$ cat src/rtl/rx_symbol_sampler.sv
// 4x oversampled RX symbol sampler: decimates one sample per symbol at a selectable phase,
// with single-symbol late (5-sample) and early (3-sample) timing slips.
module rx_symbol_sampler #(
    parameter int DATA_W = 8
) (
    input  logic              clk,
    input  logic              i_reset,
    input  logic              i_enable,
    input  logic [DATA_W-1:0] i_data,
    input  logic [1:0]        i_phase,
    input  logic              i_slip_late,
    input  logic              i_slip_early,
    output logic [DATA_W-1:0] o_data,
    output logic              o_valid,
    output logic [1:0]        o_counter,
    output logic              o_symbol_start,
    output logic              o_slip_busy
);

    logic [1:0]        cnt_q, cnt_d;
    logic [1:0]        phase_q, phase_d;
    logic              hold_q, hold_d;
    logic              late_q, late_d;
    logic              early_q, early_d;
    logic [DATA_W-1:0] data_q, data_d;
    logic              valid_q, valid_d;
    logic              sos_q, sos_d;
    logic              applyLate;
    logic              boundary;

    always_ff @(posedge clk) begin
        if (i_reset) begin
            cnt_q   <= 2'd0;
            phase_q <= i_phase;
            hold_q  <= 1'b0;
            late_q  <= 1'b0;
            early_q <= 1'b0;
            data_q  <= '0;
            valid_q <= 1'b0;
            sos_q   <= 1'b0;
        end else begin
            cnt_q   <= cnt_d;
            phase_q <= phase_d;
            hold_q  <= hold_d;
            late_q  <= late_d;
            early_q <= early_d;
            data_q  <= data_d;
            valid_q <= valid_d;
            sos_q   <= sos_d;
        end
    end

    // A symbol ends on an enabled index-3 sample unless that sample starts a late-slip hold;
    // the hold sample itself is the real end of a lengthened symbol.
    always_comb begin
        cnt_d     = cnt_q;
        phase_d   = phase_q;
        hold_d    = hold_q;
        late_d    = late_q;
        early_d   = early_q;
        data_d    = data_q;
        valid_d   = 1'b0;
        sos_d     = 1'b0;
        applyLate = i_enable && (cnt_q == 2'd3) && !hold_q && late_q;
        boundary  = i_enable && (cnt_q == 2'd3) && !applyLate;

        if (i_enable) begin
            if ((cnt_q == phase_q) && !hold_q) begin
                data_d  = i_data;
                valid_d = 1'b1;
            end
            if (applyLate) begin
                hold_d = 1'b1;
                late_d = 1'b0;
            end else if (boundary) begin
                hold_d  = 1'b0;
                sos_d   = 1'b1;
                phase_d = i_phase;
                if (early_q) begin
                    cnt_d   = 2'd1;
                    early_d = 1'b0;
                end else begin
                    cnt_d = 2'd0;
                end
            end else begin
                cnt_d = cnt_q + 2'd1;
            end
        end

        // Only applied slips can clear busy, so acceptance never collides with a clear.
        if (!o_slip_busy && (i_slip_late ^ i_slip_early)) begin
            late_d  = i_slip_late;
            early_d = i_slip_early;
        end
    end

    assign o_data         = data_q;
    assign o_valid        = valid_q;
    assign o_counter      = cnt_q;
    assign o_symbol_start = sos_q;
    assign o_slip_busy    = late_q | early_q;

endmodule

$ cat config.mk
export PLATFORM = sky130hd
export DESIGN_NAME = rx_symbol_sampler
export DESIGN_NICKNAME = d
export VERILOG_FILES = /design/src/rtl/rx_symbol_sampler.sv
export SDC_FILE = /design/constraint.sdc
export NUM_CORES = 1
export LEC_CHECK = 0
export CORE_UTILIZATION = 31
export CTS_CLUSTER_SIZE = 12
export DETAILED_ROUTE_END_ITERATION = 12
export GPL_TIMING_DRIVEN = 0
export PLACE_DENSITY_LB_ADDON = 0.08
export SYNTH_ARGS = -nofsm -noshare
export SYNTH_HDL_FRONTEND = slang
export SYNTH_SLANG_ARGS = --single-unit
export TNS_END_PERCENT = 20
$ cat constraint.sdc
create_clock -name clk -period 4.1 [get_ports clk]
set_clock_uncertainty 0.15 [all_clocks]
set_input_delay 0.82 -clock clk [delete_from_list [all_inputs] [get_ports clk]]
set_output_delay 0.82 -clock clk [all_outputs]
set_load 0.1 [all_outputs]
== Word level (Yosys, flattened, before mapping) ==
Index checks and enable logic that the tools add are counted.

* $add $sub $neg: 1
* Eq/ne operators: 4
* Mux-type cells: 16
* Bitwise operators: 4
* Reductions and logical operators: 23

{| class="wikitable"
|+ Operator list
! cell !! number
|-
| 2-bit nonzero test || 6
|-
| 1-bit two-way mux || 11
|-
| 2-bit two-way mux || 5
|-
| 2-bit AND reduction || 4
|-
| 1-bit logical AND || 6
|-
| 3-bit AND reduction || 2
|-
| 1-bit logical NOT || 3
|-
| 3-bit OR reduction || 1
|-
| 2-bit by 1-bit adder with 2-bit output, second input constant || 1
|-
| 2-bit equality test || 1
|-
| 2-bit equality test, second input constant || 1
|-
| 2-bit by 1-bit != test with 1-bit output, second input constant || 1
|-
| 2-bit != test, second input constant || 1
|-
| 1-bit NOT || 2
|-
| 2-bit OR reduction || 1
|-
| 1-bit OR || 1
|-
| 1-bit XOR || 1
|}

* Register bits: 17
* Input port bits: 15
* Output and inout bits: 13
* Word-level logic and storage cells: 56

== Longest topological paths before layout ==
* Word-level depth: 10
* Depth in mapped cells: 4
* Depth with buffers taken out: 4

== Worst setup path after synthesis ==
Ideal clock, no wire load.

* Path type: reg-to-reg
* Start: register cnt_q[0], in the netlist o_counter[0]
* End: register phase_q[0] (enable)
* Library setup time: 0.298 ns
* Data arrival time: 1.613 ns
* Required time: 3.652 ns
* Setup slack: 2.038 ns
* Cell stages (with the launch flop): 4
* Buffers on the path: 0
* Period minus slack after synthesis: 2.062 ns
* Cell sequence: dfxtp_1 > ha_1 > nand3_1 > nand2b_1

* Word-level cells in the longest chain between the ends: 8
* Elaborated cells on any way between the ends: 9
* Those cells by class: 2 x eq/ne; 7 x reduce/logical

{| class="wikitable"
|+ Ends and longest elaborated chain
! item !! line !! source
|-
| start, declared || 20 || <nowiki>logic [1:0] cnt_q, cnt_d;</nowiki>
|-
| start signal, assigned || 42 || <nowiki>cnt_q <= cnt_d;</nowiki>
|-
| 2-bit equality test * || 64, 65 ||
|-
| 1-bit logical AND * || 64, 65 ||
|-
| 1-bit logical AND (2 in series) || 64 || <nowiki>applyLate = i_enable && (cnt_q == 2'd3) && !hold_q && late_q;</nowiki>
|-
| 1-bit logical NOT || 65 || <nowiki>boundary = i_enable && (cnt_q == 2'd3) && !applyLate;</nowiki>
|-
| 1-bit logical AND || 65 ||
|-
| 2-bit nonzero test (no line) || -- ||
|-
| 3-bit AND reduction (no line) * || -- ||
|-
| end signal, assigned || 34 || <nowiki>phase_q <= i_phase;</nowiki>
|-
| end signal, assigned || 43 || <nowiki>phase_q <= phase_d;</nowiki>
|-
| end, declared || 21 || <nowiki>logic [1:0] phase_q, phase_d;</nowiki>
|}

Every way passes the cells marked *; elsewhere a longest branch is shown, timed or not.
A chain may end at the register's enable or synchronous reset.

== Worst setup path after layout ==
* Start: register late_q
* End: output port o_slip_busy

* Word-level cells in the longest chain between the ends: 1

{| class="wikitable"
|+ Ends and longest elaborated chain
! item !! line !! source
|-
| start, declared || 23 || <nowiki>logic late_q, late_d;</nowiki>
|-
| start signal, assigned || 45 || <nowiki>late_q <= late_d;</nowiki>
|-
| 1-bit OR || 101 || <nowiki>assign o_slip_busy = late_q | early_q;</nowiki>
|-
| end, declared || 17 || <nowiki>output logic o_slip_busy</nowiki>
|}

No other way between the ends.

==> results.json <==
{
  "critPathKind": "reg -> out",
  "fin_area_um2": 1090,
  "synth_cell_types": 26,
  "ant_nets": 0,
  "cts_sinks": 17,
  "start_kind": "flop",
  "status": "complete, no violations",
  "p_sw_mw": 0.129,
  "fp.dieH_um": 51.8,
  "fin_crit_ns": 2.93,
  "hpwl_um": 1130,
  "p_int_mw": 0.254,
  "rsz0062_at_grt": "false",
  "layout_common_cells": "26 x clkdlybuf4s50_1, 18 x nand2b_1, 15 x dfxtp_1",
  "rows": 17,
  "nets": 122,
  "finalMaxSlewViolations": 0,
  "setup_tns_ns": 0,
  "yosysSeqAreaShare_pct": 46.8,
  "final_common_cell": "clkdlybuf4s50_1",
  "hold_depth": 2,
  "cts_hold_buf": 0,
  "synth-simple-area-share_pct": 29.4,
  "syn-num-nets": 91,
  "antenna_cells": 0,
  "finalSetupViolations": 0,
  "numCtsBuffers": 3,
  "grt_pass1_wl_um": 2670,
  "globalRouteOverflowTotal": 0,
  "p_leak_nw": 0.399,
  "min_period_over_period_pct": 71.5,
  "worstMarginPinSlew_ns": 0.985,
  "slew_headroom_pct": 34.2,
  "holdWs_ns": 0.327,
  "vias": 617,
  "port_buffers": 26,
  "numPlacedInstances": 129,
  "synth_edf_count": 2,
  "cts_setup_buffers": 0,
  "rr_worst_depth": 4,
  "grt_pass1_vias": 585,
  "grtUsageTotal_pct": 14.2,
  "area_growth_pct": 41.8,
  "required_ns": 3.13,
  "instances_no_fill": 133,
  "p_sw_share_pct": 33.8,
  "grt_max_degree": 11,
  "arrival_ns": 1.96,
  "viasPerCell": 4.64,
  "comb_power_share_pct": 29.5,
  "wirelength_um": 1550,
  "die_area_um2": 2690,
  "worstSetupEndpointType": "primary output",
  "cts_tree": "built",
  "seq_area_um2": 360,
  "cp_max_fo": 6,
  "synth_ff_type": "dfxtp_1",
  "fmax_ghz": 0.341,
  "postSynthCellCount": 75,
  "nFillCells": 232,
  "io_pins": 28,
  "h-tree-depth": 1,
  "synth_warnings": 0,
  "synth_xor_area_share_pct": 2.28,
  "power.density_nw_per_um2": 351,
  "ir_drop_mv": 0.210,
  "synthArstFlopShare_pct": 0,
  "min_path_type": "reg -> reg",
  "drc": 0,
  "antenna_found_initial": 0,
  "path_clk_slew_ns": 0.09,
  "postSynthAreaPerCell_um2": 10.3,
  "wl_per_cell_um": 11.7,
  "clock-root-buffer": "clkbuf_4",
  "core_um2": 2280,
  "multi_input_area_um2": 389,
  "synth_area_um2": 769,
  "drv_cap": 0,
  "gp_congestion": 0.649,
  "synth_top_family_by_area": "simple AND/OR/NAND/NOR gates",
  "seqPwrFrac_pct": 47.8,
  "cts_buffer_depth": 2,
  "pwr-share-clk_pct": 22.7,
  "post_cts_resized": 0,
  "synth-compound-area-share_pct": 5.53,
  "fp.dieW_um": 51.8,
  "insertion_delay_ns": 0.29,
  "synth_mux_area_share_pct": 11.7,
  "synthAdderAreaFrac_pct": 1.63,
  "initial_core_util_pct": 33.8,
  "placement.cell_area_um2": 1060,
  "firstDrtPassIters": 4,
  "hold_viol": 0,
  "ys_seq_elements": 17,
  "drt-initial-drc-count": 7,
  "final_layout_size_suffix_gt1_share_pct": 6.67
}
-- path summary, 6_finish.rpt --
path | slack (ns) | startpoint | to
worst max register to register | 2.59 | o_counter[0] | o_data[2]
worst min register to register | 0.33 | o_data[1] | o_data[1]
worst min-delay path | 0.33 | o_data[1] | o_data[1]
worst max-delay path | 1.17 | late_q | o_slip_busy
-- metal layers --
| layer | up-vias | GRT usage, % | share of wire, % |
|---|---|---|---|
| met5 | - | 0 | 0 |
| met4 | 0 | 6.76 | 1.6 |
| met1 | 280 | 18.0 | 47 |
| met3 | 5 | 6.14 | 5.2 |
| met2 | 14 | 20.5 | 46 |
| li1 | 318 | - | - |
-- registers in the layout (all words and copies together) (netlist names) --
name,flops
early_q,1
hold_q,1
late_q,1
o_counter,2
o_data,8
o_symbol_start,1
o_valid,1
phase_q,2
-- kinds of logic (layout without fill, tap and decap cells) --
kind of cell,after synthesis,after routing
DFF,17,17
muxes,9,9
and+or+nand+nor,35,35
adders and majority gates,1,1
AOI/OAI and AO/OA,7,7
buffers and inverters,4,34
xor gates and xnor gates,2,2
-- power groups by stage --
stage | combinational [mW] | sequential [mW] | clock (mW)
2_1_floorplan | 0.0373 | 0.230 | 0
3_3_place_gp | 0.112 | 0.187 | 0
3_5_place_dp | 0.114 | 0.187 | 0
4_1_cts | 0.114 | 0.184 | 0.0902
5_1_grt | 0.120 | 0.185 | 0.0979
6_report | 0.113 | 0.183 | 0.0870
-- per-stage QoR --
step                      setup WS (ns)  total power [mW]  util, %
final                              1.17             0.383     47.9
after global routing               1.07             0.403     47.9
after CTS                          1.15             0.388     47.9
after detailed placement           1.48             0.301     46.8
after global placement             1.49             0.300     46.8
after floorplan                    2.04             0.268        -
-- worst max-delay path: stages, from the launching register on --
cell,delay (ns)
dfxtp_1,0.41
or2_1,0.14
clkdlybuf4s50_1,1.13
-- layout make-up --
type | instances | share of cell area [%]
plain buffers | 4 | 1.83
well taps | 28 | 3.21
clock buffers | 4 | 2.41
multi-input cells | 54 | 35.7
flip-flops and latches | 17 | 33.0
repair buffers | 26 | 23.9
-- synthesized netlist by cell type (2+ instances only) --
master / n / area, um^2
nand2b_1: 18 / 113
dfxtp_1: 15 / 300
mux2i_1: 9 / 90.1
a21oi_1: 3 / 15.0
nor2_1: 3 / 11.3
a31oi_1: 2 / 12.5
clkbuf_1: 2 / 7.51
edfxtp_1: 2 / 60.1
nand3_1: 2 / 10.0
nand3b_1: 2 / 15.0
xor2_1: 2 / 17.5
(Power assumes the default switching activity.)
